--- src/rtl/key_event_queue_pkg.sv ---
// Shared key-code constants and decode helpers.
// Also used by the keyboard decoder and the game FSM.
package key_event_queue_pkg;

    localparam logic [7:0] KEY_NONE = 8'h00;
    localparam logic [7:0] KEY_A    = 8'h41;
    localparam logic [7:0] KEY_Z    = 8'h5A;
    localparam logic [7:0] KEY_1    = 8'h31;
    localparam logic [7:0] KEY_4    = 8'h34;

    function automatic logic is_digit(input logic [7:0] c);
        return (c >= KEY_1) && (c <= KEY_4);
    endfunction

    function automatic logic is_legal(input logic [7:0] c);
        return ((c >= KEY_A) && (c <= KEY_Z)) || is_digit(c);
    endfunction

endpackage

--- src/rtl/key_event_queue_key_fifo.sv ---
// Synchronous first-word-fall-through FIFO with occupancy count.
// A push into a full FIFO is accepted only when a pop happens on the same edge.
module key_fifo #(
    parameter int DEPTH = 8,
    parameter int AW    = 3
) (
    input  logic          i_clk,
    input  logic          i_clr,
    input  logic          i_push,
    input  logic [7:0]    i_data,
    input  logic          i_pop,
    output logic [7:0]    o_head,
    output logic [AW:0]   o_count,
    output logic          o_full,
    output logic          o_empty
);

    logic [7:0]  r_mem [DEPTH];
    logic [AW-1:0] r_wptr;
    logic [AW-1:0] r_rptr;
    logic [AW:0]   r_count;

    logic w_full;
    logic w_empty;
    logic w_pop;
    logic w_push;

    assign w_full  = (r_count == (AW+1)'(DEPTH));
    assign w_empty = (r_count == '0);
    assign w_pop   = i_pop & ~w_empty;
    assign w_push  = i_push & (~w_full | w_pop);

    // Storage write; contents need no reset since count gates visibility.
    always_ff @(posedge i_clk) begin
        if (w_push) begin
            r_mem[r_wptr] <= i_data;
        end
    end

    // Pointers and count; pointers wrap naturally at DEPTH (power of two).
    always_ff @(posedge i_clk or posedge i_clr) begin
        if (i_clr) begin
            r_wptr  <= '0;
            r_rptr  <= '0;
            r_count <= '0;
        end else begin
            if (w_push) begin
                r_wptr <= r_wptr + 1'b1;
            end
            if (w_pop) begin
                r_rptr <= r_rptr + 1'b1;
            end
            if (w_push && !w_pop) begin
                r_count <= r_count + 1'b1;
            end else if (w_pop && !w_push) begin
                r_count <= r_count - 1'b1;
            end
        end
    end

    assign o_head  = r_mem[r_rptr];
    assign o_count = r_count;
    assign o_full  = w_full;
    assign o_empty = w_empty;

endmodule

--- src/rtl/key_event_queue.sv ---
// Turns level key codes into one event per new press and queues them.
// Holds previous-code tracking, event detect, head decode and overflow flag.
module key_event_queue
    import key_event_queue_pkg::*;
#(
    parameter int DEPTH = 8,
    parameter int AW    = 3
) (
    input  logic          clk,
    input  logic          clr,
    input  logic          en,
    input  logic [7:0]    key_code,
    input  logic          rd_en,
    input  logic          clr_ovf,
    output logic          valid,
    output logic [7:0]    key_out,
    output logic          key_is_digit,
    output logic [AW:0]   count,
    output logic          overflow
);

    logic [7:0] r_prev_code;
    logic       r_overflow;

    logic       w_evt;
    logic       w_drop;
    logic [7:0] w_head;
    logic       w_full;
    logic       w_empty;

    assign w_evt = en && (key_code != KEY_NONE)
                 && (key_code != r_prev_code)
                 && is_legal(key_code);

    assign w_drop = w_evt & w_full & ~(rd_en & ~w_empty);

    key_fifo #(
        .DEPTH (DEPTH),
        .AW    (AW)
    ) u_fifo (
        .i_clk   (clk),
        .i_clr   (clr),
        .i_push  (w_evt),
        .i_data  (key_code),
        .i_pop   (rd_en),
        .o_head  (w_head),
        .o_count (count),
        .o_full  (w_full),
        .o_empty (w_empty)
    );

    // Track the last code unconditionally so enabling never fires on a held key.
    always_ff @(posedge clk or posedge clr) begin
        if (clr) begin
            r_prev_code <= KEY_NONE;
        end else begin
            r_prev_code <= key_code;
        end
    end

    // Sticky overflow; a new drop beats a simultaneous clear request.
    always_ff @(posedge clk or posedge clr) begin
        if (clr) begin
            r_overflow <= 1'b0;
        end else if (w_drop) begin
            r_overflow <= 1'b1;
        end else if (clr_ovf) begin
            r_overflow <= 1'b0;
        end
    end

    assign valid        = ~w_empty;
    assign key_out      = w_empty ? KEY_NONE : w_head;
    assign key_is_digit = ~w_empty & is_digit(w_head);
    assign overflow     = r_overflow;

endmodule

--- config.mk ---
export PLATFORM = sky130hd
export DESIGN_NAME = key_event_queue
export DESIGN_NICKNAME = d
export VERILOG_FILES = /design/src/rtl/key_event_queue_pkg.sv /design/src/rtl/key_event_queue_key_fifo.sv /design/src/rtl/key_event_queue.sv
export SDC_FILE = /design/constraint.sdc
export NUM_CORES = 1
export LEC_CHECK = 0
export ABC_AREA = 1
export BUFFER_PORTS_ARGS = -buffer_cell sky130_fd_sc_hd__buf_2
export CORE_MARGIN = 3
export CORE_UTILIZATION = 45
export CTS_CLUSTER_SIZE = 20
export DETAILED_ROUTE_END_ITERATION = 6
export GPL_TIMING_DRIVEN = 1
export HOLD_SLACK_MARGIN = 0.15
export PLACE_DENSITY_LB_ADDON = 0.3
export SKIP_LAST_GASP = 1
export SYNTH_ARGS = -nofsm -noshare
export SYNTH_HDL_FRONTEND = slang
export SYNTH_HIERARCHICAL = 1
export SYNTH_SLANG_ARGS = --single-unit
export TNS_END_PERCENT = 20
--- constraint.sdc ---
create_clock -name clk -period 5 [get_ports clk]
set_input_delay 0.75 -clock clk [delete_from_list [all_inputs] [get_ports clk]]
set_output_delay 0.75 -clock clk [all_outputs]
set_load 0.05 [all_outputs]
==> results of run 1 <==
## metal layers
layer | share of wire, % | up-vias
li1 | - | 1330
met1 | 47 | 1230
met2 | 45 | 97
met3 | 6.8 | 11
met4 | 1.6 | 0
met5 | 0 | -
## logic make-up (layout without fill, tap and decap cells)
family	after synthesis	in the layout	synth area share [%]
adders and majority gates	6	6	2.18
and+or+nand+nor	205	205	21.3
buffers and inverters	49	84	5.97
xor gates and xnor gates	8	8	1.85
AOI/OAI and AO/OA	41	41	5.54
DFF	83	83	63.2
## flip-flops by register name (all words and copies together), names as in the netlist
name            cells
u_fifo/r_mem       64
overflow            1
u_fifo/o_count      4
r_prev_code         8
u_fifo/r_wptr       3
u_fifo/r_rptr       3
## worst max path at each step
stage / from / endpoint / slack [ps] / cells after the start
6_report: u_fifo/r_rptr[1] / key_is_digit / 1840 / 9
3_3_place_gp: key_code[0] / u_fifo/r_mem[7][1] / 1910 / 10
2_1_floorplan: u_fifo/o_count[0] / key_is_digit / 1400 / 7
5_1_grt: u_fifo/r_rptr[1] / key_is_digit / 1580 / 10
3_5_place_dp: key_code[0] / u_fifo/r_mem[7][1] / 1890 / 10
4_1_cts: u_fifo/r_rptr[1] / key_is_digit / 1820 / 10
## cells in the mapped netlist, types with 4 or more instances
| master | instances | area share (%) |
|---|---|---|
| sky130_fd_sc_hd__o21ai_1 | 27 | 3.6 |
| sky130_fd_sc_hd__ha_1 | 5 | 1.6 |
| sky130_fd_sc_hd__inv_1 | 35 | 3.5 |
| sky130_fd_sc_hd__buf_2 | 5 | 0.66 |
| sky130_fd_sc_hd__dfrtp_1 | 19 | 13 |
| sky130_fd_sc_hd__nor2_1 | 35 | 3.5 |
| sky130_fd_sc_hd__nor3_1 | 4 | 0.53 |
| sky130_fd_sc_hd__xnor2_1 | 6 | 1.4 |
| sky130_fd_sc_hd__nand3_1 | 9 | 1.2 |
| sky130_fd_sc_hd__nand2_1 | 148 | 15 |
| sky130_fd_sc_hd__edfxtp_1 | 64 | 51 |
| sky130_fd_sc_hd__o21ai_0 | 9 | 1.2 |
## report_power, final
group / internal (mW) / leakage (nW) / switching, mW
sequential: 0.795 / 0.806 / 0.0897
combinational: 0.279 / 0.933 / 0.756
clock: 0.282 / 0.106 / 0.237
total: 1.36 / 1.85 / 1.08
## final cells by class
cell class	count	area (um2)
clock buffers	10	128
well taps	102	128
multi-input cells	260	1180
inverters	38	145
flip-flops and latches	83	2400
repair buffers	30	158
fillers	699	3750
clock inverters	6	90.1
## per-stage QoR
step                      setup WS (ps)  std cells  instance area (um2)
after detailed placement           1890        513                 4000
after CTS                          1820        529                 4220
final                              1840        529                 4220
after floorplan                    1400        392                 3790
after global placement             1910        513                 4000
after global routing               1580        529                 4220
## worst max-delay path: cells and delay by family (launching register included)
kind	cells	cell delay (ps)
AOI/OAI and AO/OA	3	320
buffers and inverters	2	480
DFF	1	850
and+or+nand+nor	4	370
==> flow_results.org, run 1 <==
** Synthesis
- Syn_area_per_cell :: between 9 and 10 um2
- Summed instance area of the synthesized netlist :: 3790 um2
- Counting flops with an async set or reset pin after synthesis yields a share of 22.9%.
- #FFs+latches synth :: 83
- Most instantiated flip-flop cell in the synthesis netlist :: sky130_fd_sc_hd__edfxtp_1
- In this run, synthesis inferred 64 flip-flops with an integrated enable.
- Number of different library cells in the post-synthesis netlist :: 28
- The number of nets handed over by synthesis was 411.
- The cell count after synthesis came out at 392.
- Yosys printed 6 warnings.
- Seq/Total Area, Yosys :: 63.2%

** Floorplanning
- The core region is around 8000 um2.
- DIE AREA :: roughly 9600 um2
- In this run the count of I/O pins placed on the die edge is 28.
- Once the floorplan was initialized, standard cells occupied 47.6% of the core.
- Vertical die dimension :: between 90 and 100 um
- Site row count :: 32
- Die width :: 97.8 um

** Global routing
- Highest-utilization routing layer at the global route stage :: met2
- Global routing consumed, on the met1 layer, between 20% and 30% of the routing resources.
- The first global-routing pass estimated 12500 um of wire.
- Pin count of the biggest net entering global routing :: 34
- Met3 track demand over resource :: 3.64%
- Gr usage total :: 17.0%
- Total gr overflow :: 0
- In the global route stage, met2 resource usage came out at between 20% and 30%.
- The via count of the first global-routing pass is 2516.
- The initial antenna violation count was 0.

** Cells and area
- In the final layout, the share of cells above drive strength 1 is between 10 and 15%.
- Cells fill 53.0% of the core in the end.
- Leading cell type in the layout, fill and taps excluded :: sky130_fd_sc_hd__nand2_1
- Nets :: between 400 and 500
- The number of antenna diodes in the final layout is 0.
- Commonest cells after routing, fill and taps aside :: 148 x sky130_fd_sc_hd__nand2_1, 64 x sky130_fd_sc_hd__edfxtp_1, 35 x sky130_fd_sc_hd__inv_1, 35 x sky130_fd_sc_hd__nor2_1
- Compared with the post-synthesis result, the final layout area differs by 11.2%.

** STA
- In this run the tightest slew margin relative to its limit is 21.2%.
- Final setup fails :: 0
- In the final timing run, aggregate negative setup slack is 0 ps.
- Period minus WS final :: 3160 ps
- The worst path uses between 60% and 70% of the clock period.
- Actual slew at the worst max-slew pin :: 1170 ps
- Across the routed clock network, the largest skew measured is 8.37 ps.
- RSZ-0062 raised after global routing :: no
- Slew Limit Fails :: 0
- On the final layout, the worst hold slack is 333 ps.
- Achievable Freq :: 316 MHz
- Final Hold Viols :: 0

** Hold path
- Worst min-delay path category :: in -> async

** Routing
- Detailed-route vias per instance :: 5.04
- Wire length per cell :: 14.4 um
- Total number of vias :: 2668
- DRC violations left :: 0
- In this run, the number of DRC markers left after iteration 0 of detailed routing was approximately 190.
- Summed over all layers, the routed wires come to 7630 um.
- 1st-pass router iterations :: 5
- Antenna Nets Post-Route :: 0

** Critical path
- Cell depth of the worst flop-to-flop path :: 12
- Capturing point of the worst reg2reg path :: u_fifo/o_count[3]
- STA classifies the critical path startpoint as a flip-flop.
- Slowest cell on crit path :: sky130_fd_sc_hd__dfrtp_1
- The worst setup path is captured at a primary output.
- For this run, the slowest stage of the critical path takes 850 ps.
- The worst register-to-register path begins at u_fifo/o_count[0].
- In this run the worst path has a maximum fanout of 19.
- Worst Path Class, Setup :: reg -> out
- Across all register-to-register paths, the minimum setup slack is 2530 ps.
- Walking the worst path, the cells encountered are inv_4 -> o21ai_1 -> o21ai_1 -> nand2_1 -> nand2_1 -> nor2_1 -> nand4_1 -> a21oi_1 -> buf_2.
- Critical path arrival :: 2410 ps
- At the worst endpoint, the required time is roughly 4300 ps.

** CTS
- CTS clock-pin slew for the worst setup and hold paths :: about 80 ps
- TritonCTS clock tree :: done
- For the worst-skew pair, the clock arrives at the later sink with an insertion delay of 360 ps.
- CTS Root Cell :: sky130_fd_sc_hd__clkbuf_8
- Deepest clock path buffer count :: 2
- TritonCTS created 9 clock buffers.
- The number of setup buffers added after CTS is 0.
- Htree depth :: 3
- Post-cts repair resize count :: 0
- For this design, the sink count on the clock tree is 83.
- Hold buffers post-CTS :: 0

** Run
- Maximum capacitance violations :: 0

** Place
- Placer Congestion :: 0.817
- In this run the tool buffered the top-level ports with 27 buffer cells.
- Summed over all nets, the half-perimeter wirelength after detailed placement is 5030 um.

** Power
- Power Density :: just under 600 nW/um2
- Across the VDD grid, the largest voltage drop is about 0.27 mV.
- Static leakage :: 1.85 nW
- After layout, the design draws a total of 2.44 mW.

** Outcome
- Result of the run :: finished, final reports clean
No activity file was read; power rests on OpenSTA's default activity.
==> run 2: changes to the inputs <==
==> constraint.sdc (replaced) <==
create_clock -name clk -period 2.9 [get_ports clk]
set_input_delay 0.435 -clock clk [delete_from_list [all_inputs] [get_ports clk]]
set_output_delay 0.435 -clock clk [all_outputs]
set_load 0.05 [all_outputs]
==> flow_results.org, run 2 (same netlist as run 1, synthesis figures left out) <==
** CTS
- In this run, post-CTS repair resized a total of 0 instances.
- Total CTS buffers :: 9
- CTS Root Cell :: sky130_fd_sc_hd__clkbuf_8
- Deepest clock path buffer count :: 2
- Hold buffers post-CTS :: 1
- CTS clock-pin slew for the worst setup and hold paths :: 80 ps
- Counting every sink on the clock net gives 83.
- Worst-Skew Late Latency :: 350 ps
- Once the clock tree was built, the setup fixing pass inserted 0 buffers.
- The H-tree was split into 3 levels.
- TritonCTS clock tree :: done

** Place
- OpenSTA, run right after detailed placement, puts the worst setup slack at 111 ps.
- Cell count after placement :: 522
- At the end of routability-driven placement, the weighted congestion stood at 0.768.
- Input and output buffers added on the ports amount to 27.
- The wire-length estimate of the detail-placed layout is 5080 um.

** Routing
- Dividing the detail-routed wire length by the instance count gives about 14 um.
- Top routing layer in use :: met4
- In this run the remaining antenna-violating nets after routing total 0.
- Detailed-route vias per instance :: 4.97
- Drt initial violations :: around 180
- Summed over all nets, wire length on met2 after detailed routing comes to 3480 um.
- Wire length reported by the detailed router :: 7580 um
- The routed design uses 367 um of met3 wire.
- The detailed router put a total of between 3000 and 4000 um of wire on met1.
- Total number of vias :: 2681
- 1st-pass router iterations :: 5
- DRC violations left :: 0

** Power
- Largest vdd supply drop :: between 0.4 and 0.5 mV
- Dividing total power by cell area gives a power density of approximately 990 nW/um2.
- Static leakage :: 1.90 nW

** Hold path
- The min-delay analysis places its worst path in the category in -> reg.
- Hold Path Origin :: clr_ovf
- Number of cells on the worst hold path :: 4

** STA
- The total count of hold-check failures in the final report was 0.
- Summed over all failing endpoints, the final setup total negative slack is 0 ps.
- Setup repair after global routing left no endpoint under its margin.
- Final hold analysis gives a worst-case slack of slightly above 300 ps.
- For the pin with the worst max-slew slack, the measured transition is 478 ps.
- For this run, the top clock speed supported by timing is 386 MHz.
- The number of slew-limit violations in the final report was 0.
- Worst clock skew :: 8.70 ps
- The clock period could shrink to 2590 ps.
- Final setup fails :: 0
- Final period util :: 89.2%
- Setup ws final :: 312 ps
- Headroom to the max-slew limit came out at roughly two thirds.

** Run
- Maximum capacitance violations :: 0

** Global routing
- Entering global routing, the biggest net connects 34 pins.
- Global routing used approximately 17% of the available tracks.
- Initial antenna violation count :: 0
- Total gr overflow :: 0
- Number of global-route vias before repair :: 2529
- First-pass GRT wire length :: between 10000 and 15000 um

** Critical path
- Critical path arrival :: 2150 ps
- STA classifies the critical path startpoint as a flip-flop.
- CP required :: 2470 ps
- Startpoint of the most critical register-to-register path :: r_prev_code[3]
- Kind of end point of the critical path :: primary output
- Critical Path Start :: u_fifo/r_rptr[0]
- The critical path is of the reg -> out type.
- Counting cells, the worst reg-to-reg path comes to 15.
- Highest net fanout along the worst path :: 24

** Outcome
- The flow ran to the end, and the final reports show no timing, DRC or antenna violations.

** Floorplanning
- Once the floorplan was initialized, standard cells occupied about 48% of the core.
- Vertical die dimension :: 97.8 um
- Io pins :: 28
- The floorplan has 32 rows.
- The region available for standard cell placement spans 7970 um2.
- Die width :: 97.8 um
- The die covers roughly 9600 um2.

** Cells and area
- Leading cell type in the layout, fill and taps excluded :: sky130_fd_sc_hd__nand2_1
- Flip-flop count of the largest register after layout :: 64
- Cells with a size suffix above 1 make up around 14% of the layout.
- Ant. Diodes :: 0
- Nets :: 451
- Non-filler instance count after layout :: 539
- Area added between synthesis and finish :: 13.6%
- Commonest cells after routing, fill and taps aside :: 148 x sky130_fd_sc_hd__nand2_1, 64 x sky130_fd_sc_hd__edfxtp_1, 35 x sky130_fd_sc_hd__inv_1, 34 x sky130_fd_sc_hd__nor2_1
- u_fifo/r_mem holds more flip-flops than any other register.
- Final Util :: 54.1%
## run 2: cell count changes in the layout (fill, tap and decap cells not counted), sizes merged
cell,delta
inv,+1
buf,+9
dlygate4sd3,+1
clkinv,-1
## run 2: cell type report
type	count	area (um2)
multi-input cells	260	1180
fillers	726	3660
inverters	38	145
well taps	102	128
repair buffers	40	248
clock inverters	6	88.8
clock buffers	10	128
flip-flops and latches	83	2400
## run 2: through the flow
stage	total power, mW	area [um2]
4_1_cts	4.30	4310
6_report	4.28	4310
3_5_place_dp	3.41	4090
3_3_place_gp	3.38	4090
5_1_grt	4.58	4310
2_1_floorplan	2.99	3800
## run 2: worst max-delay path: stages, from the launching register on
cell and delay, ps:
sky130_fd_sc_hd__dfrtp_1 390, sky130_fd_sc_hd__inv_2 190, sky130_fd_sc_hd__buf_12 200, sky130_fd_sc_hd__nand2_1 70
sky130_fd_sc_hd__nand2_1 80, sky130_fd_sc_hd__nand2_1 50, sky130_fd_sc_hd__o21ai_1 90, sky130_fd_sc_hd__nand2_1 60
sky130_fd_sc_hd__nand2_1 60, sky130_fd_sc_hd__inv_1 40, sky130_fd_sc_hd__nor2_2 90, sky130_fd_sc_hd__nand4_1 100
sky130_fd_sc_hd__a21oi_2 100, sky130_fd_sc_hd__buf_2 260
## run 2: power by group
group	switching [mW]	leakage, nW	internal, mW
clock network	0.407	0.105	0.487
registers	0.116	0.806	1.37
logic	1.37	0.988	0.531
## run 2: final timing paths
kind,slack (ps),to
max,310,key_is_digit
max reg2reg,460,u_fifo/o_count[3]
max in group asynchronous,1980,u_fifo/o_count[3]
min,310,overflow
min reg2reg,480,overflow
min in group asynchronous,590,overflow
## run 2: routing by layer
metal  global-route usage [%]  up-vias
met2                     25.4       69
met3                     2.43        9
met1                     24.3     1260
li1                         -     1343
met5                        0        -
met4                     7.24        0
